`config.mk`:
```
export PLATFORM = sky130hd
export DESIGN_NAME = seg7_scan_capture
export DESIGN_NICKNAME = d
export VERILOG_FILES = /design/src/rtl/seg7_pkg.sv /design/src/rtl/seg7_glyph_decode.sv /design/src/rtl/seg7_scan_capture.sv
export SDC_FILE = /design/constraint.sdc
export NUM_CORES = 1
export LEC_CHECK = 0
export CORE_MARGIN = 2
export CORE_UTILIZATION = 50
export DETAILED_ROUTE_END_ITERATION = 8
export PLACE_DENSITY_LB_ADDON = 0.08
export SKIP_LAST_GASP = 1
export SLEW_MARGIN = 20
export SYNTH_ARGS = -nofsm -noshare
export SYNTH_HDL_FRONTEND = slang
export SYNTH_SLANG_ARGS = --single-unit
```
`constraint.sdc`:
```
create_clock -name clk -period 2 [get_ports clk]
set_input_delay 0.4 -clock clk [delete_from_list [all_inputs] [get_ports clk]]
set_output_delay 0.4 -clock clk [all_outputs]
set_load 0.01 [all_outputs]
```
`src/rtl/seg7_pkg.sv`:
```
// Shared glyph constants and state types for the seven-segment scan monitor.
// Segment patterns are active-low, bit order {g,f,e,d,c,b,a}.
package seg7_pkg;

  localparam logic [6:0] SEG_0     = 7'h40;
  localparam logic [6:0] SEG_1     = 7'h79;
  localparam logic [6:0] SEG_2     = 7'h24;
  localparam logic [6:0] SEG_3     = 7'h30;
  localparam logic [6:0] SEG_4     = 7'h19;
  localparam logic [6:0] SEG_5     = 7'h12;
  localparam logic [6:0] SEG_6     = 7'h02;
  localparam logic [6:0] SEG_7     = 7'h78;
  localparam logic [6:0] SEG_8     = 7'h00;
  localparam logic [6:0] SEG_9     = 7'h10;
  localparam logic [6:0] SEG_A     = 7'h08;
  localparam logic [6:0] SEG_B     = 7'h03;
  localparam logic [6:0] SEG_C     = 7'h46;
  localparam logic [6:0] SEG_D     = 7'h21;
  localparam logic [6:0] SEG_E     = 7'h06;
  localparam logic [6:0] SEG_F     = 7'h0E;
  localparam logic [6:0] SEG_BLANK = 7'h7F;

  // Alternate renderings some display controllers use for 7 and 9
  localparam logic [6:0] ALT_SEVEN = 7'h58;
  localparam logic [6:0] ALT_NINE  = 7'h18;

  typedef enum logic [1:0] {GLYPH_HEX, GLYPH_BLANK, GLYPH_BAD} glyph_class_t;

  typedef enum logic [1:0] {IDLE, CAPTURE, PUBLISH} frame_state_t;

endpackage

```
`src/rtl/seg7_glyph_decode.sv`:
```
// Combinational inverse of the hex-to-7-segment encoder: segment pattern to {class, nibble}.
// Define SEG7_ALT_GLYPH_EN to also accept the alternate 7 and 9 glyphs.
module seg7_glyph_decode
  import seg7_pkg::*;
(
  input  logic [6:0] segment,
  output logic [1:0] glyph_class,
  output logic [3:0] nibble
);

  glyph_class_t cls;

  always_comb begin
    cls    = GLYPH_HEX;
    nibble = 4'h0;
    case (segment)
      SEG_0:     nibble = 4'h0;
      SEG_1:     nibble = 4'h1;
      SEG_2:     nibble = 4'h2;
      SEG_3:     nibble = 4'h3;
      SEG_4:     nibble = 4'h4;
      SEG_5:     nibble = 4'h5;
      SEG_6:     nibble = 4'h6;
      SEG_7:     nibble = 4'h7;
      SEG_8:     nibble = 4'h8;
      SEG_9:     nibble = 4'h9;
      SEG_A:     nibble = 4'hA;
      SEG_B:     nibble = 4'hB;
      SEG_C:     nibble = 4'hC;
      SEG_D:     nibble = 4'hD;
      SEG_E:     nibble = 4'hE;
      SEG_F:     nibble = 4'hF;
      SEG_BLANK: cls = GLYPH_BLANK;
`ifdef SEG7_ALT_GLYPH_EN
      ALT_SEVEN: nibble = 4'h7;
      ALT_NINE:  nibble = 4'h9;
`endif
      default:   cls = GLYPH_BAD;
    endcase
  end

  assign glyph_class = cls;

endmodule

```
`src/rtl/seg7_scan_capture.sv`:
```
// Passive monitor of a multiplexed active-low 7-segment display; rebuilds the shown hex frame.
// Optional alternate glyph support is selected with SEG7_ALT_GLYPH_EN (see seg7_glyph_decode).
module seg7_scan_capture
  import seg7_pkg::*;
#(
  parameter int NUM_DIGITS    = 8,
  parameter int STABLE_CYCLES = 4
) (
  input  logic                      clk,
  input  logic                      reset,
  input  logic [NUM_DIGITS-1:0]     anode,
  input  logic [6:0]                segment,
  input  logic                      err_clr,
  output logic [4*NUM_DIGITS-1:0]   hex_out,
  output logic [NUM_DIGITS-1:0]     digit_valid,
  output logic [NUM_DIGITS-1:0]     digit_blank,
  output logic                      frame_done,
  output logic                      glyph_err,
  output logic                      anode_err
);

  localparam int         SW         = NUM_DIGITS + 7;
  localparam logic [7:0] CNT_SAT    = 8'(STABLE_CYCLES);
  localparam logic [7:0] CNT_COMMIT = 8'(STABLE_CYCLES - 1);

  logic [SW-1:0]           sample_q;
  logic [7:0]              cnt_q;
  logic [NUM_DIGITS-1:0]   low_mask;
  logic [NUM_DIGITS-1:0]   seen_q;
  logic [NUM_DIGITS-1:0]   seen_next;
  logic [NUM_DIGITS-1:0]   shadow_valid;
  logic [NUM_DIGITS-1:0]   shadow_blank;
  logic [4*NUM_DIGITS-1:0] shadow_hex;
  logic [1:0]              glyph_class;
  logic [3:0]              nibble;
  logic                    commit;
  logic                    one_low;
  logic                    single_commit;
  logic                    multi_commit;
  logic                    bad_glyph;
  frame_state_t            state_q;
  frame_state_t            state_next;

  seg7_glyph_decode u_decode (
    .segment     (sample_q[6:0]),
    .glyph_class (glyph_class),
    .nibble      (nibble)
  );

  assign low_mask      = ~sample_q[SW-1:7];
  assign commit        = (cnt_q == CNT_COMMIT);
  assign one_low       = (low_mask != '0) && ((low_mask & (low_mask - NUM_DIGITS'(1))) == '0);
  assign single_commit = commit && one_low;
  assign multi_commit  = commit && (low_mask != '0) && !one_low;
  assign bad_glyph     = single_commit && (glyph_class == GLYPH_BAD);

  // The counter saturates so that a long dwell commits only once, when it first hits CNT_COMMIT
  always_ff @(posedge clk or negedge reset) begin
    if (!reset) begin
      sample_q <= '0;
      cnt_q    <= '0;
    end else begin
      sample_q <= {anode, segment};
      if ({anode, segment} == sample_q) begin
        if (cnt_q != CNT_SAT) cnt_q <= cnt_q + 8'd1;
      end else begin
        cnt_q <= '0;
      end
    end
  end

  always_ff @(posedge clk or negedge reset) begin
    if (!reset) state_q <= IDLE;
    else        state_q <= state_next;
  end

  // Seen restarts from empty while publishing, so a commit landing on that cycle opens the next frame
  always_comb begin
    seen_next  = (state_q == PUBLISH) ? '0 : seen_q;
    state_next = IDLE;
    if (single_commit) seen_next = seen_next | low_mask;
    if (&seen_next)              state_next = PUBLISH;
    else if (seen_next != '0)    state_next = CAPTURE;
  end

  always_ff @(posedge clk or negedge reset) begin
    if (!reset) begin
      seen_q       <= '0;
      shadow_hex   <= '0;
      shadow_valid <= '0;
      shadow_blank <= '0;
      hex_out      <= '0;
      digit_valid  <= '0;
      digit_blank  <= '0;
      frame_done   <= 1'b0;
      glyph_err    <= 1'b0;
      anode_err    <= 1'b0;
    end else begin
      seen_q     <= seen_next;
      frame_done <= (state_q == PUBLISH);
      if (state_q == PUBLISH) begin
        hex_out     <= shadow_hex;
        digit_valid <= shadow_valid;
        digit_blank <= shadow_blank;
      end
      for (int i = 0; i < NUM_DIGITS; i++) begin
        if (single_commit && low_mask[i]) begin
          shadow_hex[4*i +: 4] <= (glyph_class == GLYPH_HEX) ? nibble : 4'h0;
          shadow_valid[i]      <= (glyph_class == GLYPH_HEX);
          shadow_blank[i]      <= (glyph_class == GLYPH_BLANK);
        end
      end
      glyph_err <= bad_glyph    | (glyph_err & ~err_clr);
      anode_err <= multi_commit | (anode_err & ~err_clr);
    end
  end

endmodule
```
# Word-level counts from Yosys, hierarchy flattened

Cells that the tools add are included.

Word-level logic and storage cells: 97
Register bits after elaboration: 132
Output and inout bits: 51
Bits of input ports: 18

Equality and inequality tests: 23
Reductions and logical operators: 21
Add/subtract/negate cells: 2
Muxes and demuxes: 9
Bitwise logic cells: 8

Operators by type and width:

| operator            | count |
|---|---|
| $pmux 4 s15         | 1 |
| $eq 7x7->1 const B  | 5 |
| $mux 8              | 4 |
| $eq 7x5->1 const B  | 3 |
| $eq 7x6->1 const B  | 3 |
| $reduce_bool 8->1   | 2 |
| $reduce_or 16->1    | 1 |
| $eq 15x15->1        | 1 |
| $eq 7x2->1 const B  | 2 |
| $eq 7x4->1 const B  | 2 |
| $logic_and 1x1->1   | 13 |
| $add 8x1->8 const B | 1 |
| $and 8x8->8         | 1 |
| $eq 8x2->1 const B  | 1 |
| $logic_not 8->1     | 1 |
| $ne 8x3->1 const B  | 1 |
| $not 8->8           | 1 |
| $or 8x8->8          | 1 |
| $reduce_and 8->1    | 1 |
| $sub 8x1->8 const B | 1 |
| $eq 7x3->1 const B  | 1 |
| $logic_not 7->1     | 1 |
| $eq 2x2->1 const B  | 2 |
| $mux 4              | 1 |
| other kinds (10)    | 12 |

# Depth between registers and ports, before layout

Word-level depth: 10
Gate-level depth with buffers: 8
Gate-level depth less buffers: 8

# Cells and area by module

From an unflattened synthesis, not the netlist that was laid out.

Cell total of the unflattened synthesis: 554
Area, all modules: 5699.2 µm²

Modules (own cells, without submodules):

| module            | area each (µm²) | cells an instance | times used | seq. area each (µm²) |
|---|---|---|---|---|
| seg7_scan_capture | 5316.3          | 506               | 1          | 3303.2 |
| seg7_glyph_decode | 382.9           | 48                | 1          | 0.0 |

# Least setup slack after synthesis

Ideal clock, no wire load.

Path kind: reg-to-reg
Start: register cnt_q[0]
End: register state_q[0]
Clock period less this slack: 2.112 ns
Arrival: 1.989 ns
Cell stages (with the launch flop): 9
Path slack: -0.112 ns
Buffers on the path: 0
Library setup time: 0.123 ns
Required time: 1.877 ns
Cell sequence: dfrtp_1 ha_1 or4b_4 nor4_2 o22ai_1 a21oi_1 nand4_1 nor3_2 nor2_1

Cells in the longest elaborated chain, start to end: 6
Elaborated cells on any way between the ends: 7
Those cells by class: 1 x eq/ne; 3 x mux; 3 x reduce/logical

Ends and longest elaborated chain:

| element                | line                    | source |
|---|---|---|
| from (decl)            | seg7_scan_capture.sv:27 | `logic [7:0] cnt_q;` |
| from (signal assigned) | seg7_scan_capture.sv:65 | `if (cnt_q != CNT_SAT) cnt_q <= cnt_q + 8'd1;` |
| $eq 8x2->1 (*)         | seg7_scan_capture.sv:51 | `assign commit = (cnt_q == CNT_COMMIT);` |
| $logic_and 1x1->1 (*)  | seg7_scan_capture.sv:53 | `assign single_commit = commit && one_low;` |
| $mux 8 (*)             | seg7_scan_capture.sv:81 | `if (single_commit) seen_next = seen_next \| low_mask;` |
| $reduce_bool 8->1      | seg7_scan_capture.sv:83 | `else if (seen_next != '0) state_next = CAPTURE;` |
| $mux 1                 | seg7_scan_capture.sv:83 |  |
| $mux 2 (*)             | seg7_scan_capture.sv:82 | `if (&seen_next) state_next = PUBLISH;` |
| net state_next[0]      | seg7_scan_capture.sv:42 | `frame_state_t state_next;` |
| to (signal assigned)   | seg7_scan_capture.sv:74 | `else state_q <= state_next;` |
| to (decl)              | seg7_scan_capture.sv:41 | `frame_state_t state_q;` |

The timed path passes the listed nets; every way through them passes the cells marked *.
A chain may end at the register's enable or synchronous reset.

# Worst setup path in the final report

Start: register cnt_q[0]
End: register shadow_blank[2]

Cells in the longest elaborated chain, start to end: 3

Ends and longest elaborated chain:

| element                         | line                     | source |
|---|---|---|
| $eq 8x2->1                      | seg7_scan_capture.sv:51  |  |
| $logic_and 1x1->1               | seg7_scan_capture.sv:53  |  |
| $logic_and 1x1->1               | seg7_scan_capture.sv:107 | `if (single_commit && low_mask[i]) begin` |
| to (signal, indexed assignment) | seg7_scan_capture.sv:110 | `shadow_blank[i] <= (glyph_class == GLYPH_BLANK);` |
| to (decl)                       | seg7_scan_capture.sv:32  | `logic [NUM_DIGITS-1:0] shadow_blank;` |

No other way between the ends.

==> flow_summary.yaml <==
yosys:
  async_flop_share_pct: 100
  ys_warn_count: 0
  synth_seq_area_share_pct: 58.5
  ys_top_cells_by_area: "dfrtp_1 59%, nand2_1 13%, o21ai_0 3.4%"
  synth_edf_count: 0
  syn_avg_cell_area_um2: 9.48
  synthCells: 595
  synth-seq-cells: 132
  synth_most_common_cell: "nand2_1"
  synth_nets: 615
  synth_top_area_cell: "dfrtp_1"
  synth.distinct_cells: 52
  synth_top_area_share_pct: 58.5
  ys.flop_type: "dfrtp_1"
  synth_commonest_cells: "196 x nand2_1, 132 x dfrtp_1, 38 x o21ai_0"
  synth.cell_area_um2: 5640
finish:
  seqCellArea_um2: 3310
  n_antenna_cell: 0
  multiInputGateArea_um2: 2350
  finalNetCount: 731
  n_fill_cell: 830
  syn_to_final_growth_pct: 37.6
  post_route_cells_drive_above_1_share_pct: 21.0
  final_core_util_pct: 71.0
floorplanning:
  core_area_um2: 10900
  dieWidth_um: 110
  io_pins: 69
  placementRows: 38
  fp.dieArea_um2: 12100
  start_util_pct: 51.6
  die_h_um: 110
clock_tree:
  htreeDepth: 4
  cts-root-buf: "clkbuf_16"
  tritoncts_num_sinks: 132
  cts_buffer_depth: 2
  clk_pin_slew_worst_paths_ns: 0.06
  cts_tree: "yes"
  clock_latency_ns: 0.41
  cts_buffers: 17
global_routing:
  grt_pass1_vias: 4476
  grt.total_usage_pct: 23.2
  grt_pass1_wl_um: 21400
  grt_max_degree: 48
  grt.overflow.total: 0
  antenna_found_initial: 0
detailed_routing:
  drt.antenna.violating_nets: 0
  drt_wl_total_um: 13300
  drc: 0
  vias_per_cell: 5.30
  drtIter0Drc: 328
  num_vias: 4578
  first_pass_iters: 4
  routedWlPerCell_um: 15.4
status:
  violations: "setup timing"
  status: "complete, but fails checks"
power:
  vdd_drop_max_uv: 431
  powerDensity_nw_per_um2: 827
  p_leak_nw: 3.72
timing:
  timing.fmax_ghz: 0.451
  finalMaxSlewViolations: 0
  period_needed_ns: 2.22
  timing.final.ws_setup_ns: -0.216
  worst_pin_slew_ns: 0.658
  setup_viol: 31
  hold_viol_final: 0
  fin_crit_sh_pct: 111
  rsz0062_at_grt: "true"
  slew_headroom_pct: 56.0
  fin_skew_ns: 0.00507
  tns_ns: -3.40
critical_path:
  critPathRequiredTime_ns: 2.32
  cp.arrival_ns: 2.54
  path_class: "reg2reg"
  crit_fanout: 6
  critPathLaunchType: "flop"
  rr_startpoint: "cnt_q[0]"
  endpoint_kind: "flop"
  critPathLaunch: "cnt_q[0]"
min_path:
  min-delay-start: "hex_out[16]"
  hp-class: "reg2reg"
placed_design:
  hpwl_um: 8510
  io_buffers: 68
  gp_congestion: 0.827
job:
  maxCapViolations: 0
==> kinds of logic (layout without fill, tap and decap cells) <==
| logic type | Yosys count | in the layout | synth area share, % |
|---|---|---|---|
| flip-flops | 132 | 132 | 58.5 |
| AND/OR/NAND/NOR | 297 | 298 | 23.6 |
| buffers and inverters | 47 | 175 | 3.48 |
| multiplexers | 4 | 4 | 0.732 |
| AO/OA/AOI/OAI | 90 | 90 | 9.60 |
| adder cells (fa/ha/maj) | 3 | 3 | 0.621 |
| XOR/XNOR | 22 | 22 | 3.42 |
==> report_power, final <==
group	internal [W]	total, W	switching (W)
sequential	0.00269	0.00272	0.0000291
clock	0.00233	0.00343	0.00110
combinational	0.000119	0.000274	0.000155
==> area by class of cell <==
type	count	area share (%)
clock buffers	22	5.72
flip-flops and latches	132	42.6
clock inverters	10	2.63
repair buffers	131	16.0
well taps	140	2.26
multi-input cells	417	30.2
inverters	12	0.580
==> per-stage QoR <==
stage | cells | hold WS (ns) | setup slack [ns] | cell area, um2 | total power [W]
3_5_place_dp | 820 | 0.421 | -0.150 | 6780 | 0.00302
2_1_floorplan | 595 | 0.104 | -0.102 | 5660 | 0.00286
3_3_place_gp | 820 | 0.413 | -0.100 | 6780 | 0.00301
5_1_grt | 864 | 0.474 | -0.322 | 7760 | 0.00664
4_1_cts | 858 | 0.467 | -0.155 | 7500 | 0.00645
6_report | 864 | 0.471 | -0.216 | 7760 | 0.00642
==> layout by cell type, fill, tap and decap left out, types with 4 or more instances in the layout <==
cell             count
a21o_1               5
a21oi_1             18
a21oi_2              8
buf_4               52
buf_6                6
bufinv_16            6
clkbuf_1             5
clkbuf_16           18
clkdlybuf4s50_1     67
dfrtp_1            128
dfrtp_2              4
inv_1               11
nand2_1            187
nand2_2              6
nand3_1              8
nand4_1              8
nor2_1              24
nor2_2               9
nor2_4               5
nor3_1               9
nor4_1               5
o21ai_0             29
o21ai_1              8
o21ai_2              4
or3_1                5
xnor2_1              4
xor2_1              18
==> state kept, by name, summed over array words and instances (netlist names), 8 cells and up <==
name	count
shadow_blank	8
shadow_hex	32
sample_q	15
digit_blank	8
hex_out	32
seen_q	8
shadow_valid	8
digit_valid	8
cnt_q	8
==> final timing paths <==
check,endpoint,slack [ns],cells past startpoint
max in group asynchronous,sample_q[6],0.81,3
min in group asynchronous,hex_out[4],0.52,2
worst max-delay path,shadow_blank[2],-0.22,7
worst min-delay path,hex_out[16],0.47,2
worst max register to register,shadow_blank[2],-0.22,7
worst min register to register,hex_out[16],0.47,2
==> per-layer routing <==
layer	global-route usage (%)	vias up	wire, um
met5	0	-	0
met4	7.23	0	178
met3	5.06	14	592
met2	38.7	114	6630
met1	30.4	2250	5930
li1	-	2200	-
==> worst max-delay path: stages (launching register included) <==
cell and delay, ns:
dfrtp_1 0.35, ha_2 0.18, or4b_4 0.52, a211oi_4 0.27, o311ai_4 0.22, nor2_4 0.18
buf_6 0.18, mux2i_1 0.21
==> timing repair <==
| item | CTS | global route |
|---|---|---|
| gates resized for setup | 9 | 62 |
| setup buffers | 4 | 4 |
| endpoints found under the hold margin | 15 | 0 |
| endpoints found under the setup margin | 45 | 45 |
| pin swaps | 0 | 12 |
| cloned | 1 | 3 |
| hold buffers | 1 | 0 |
No activity file was read; power rests on OpenSTA's default activity.
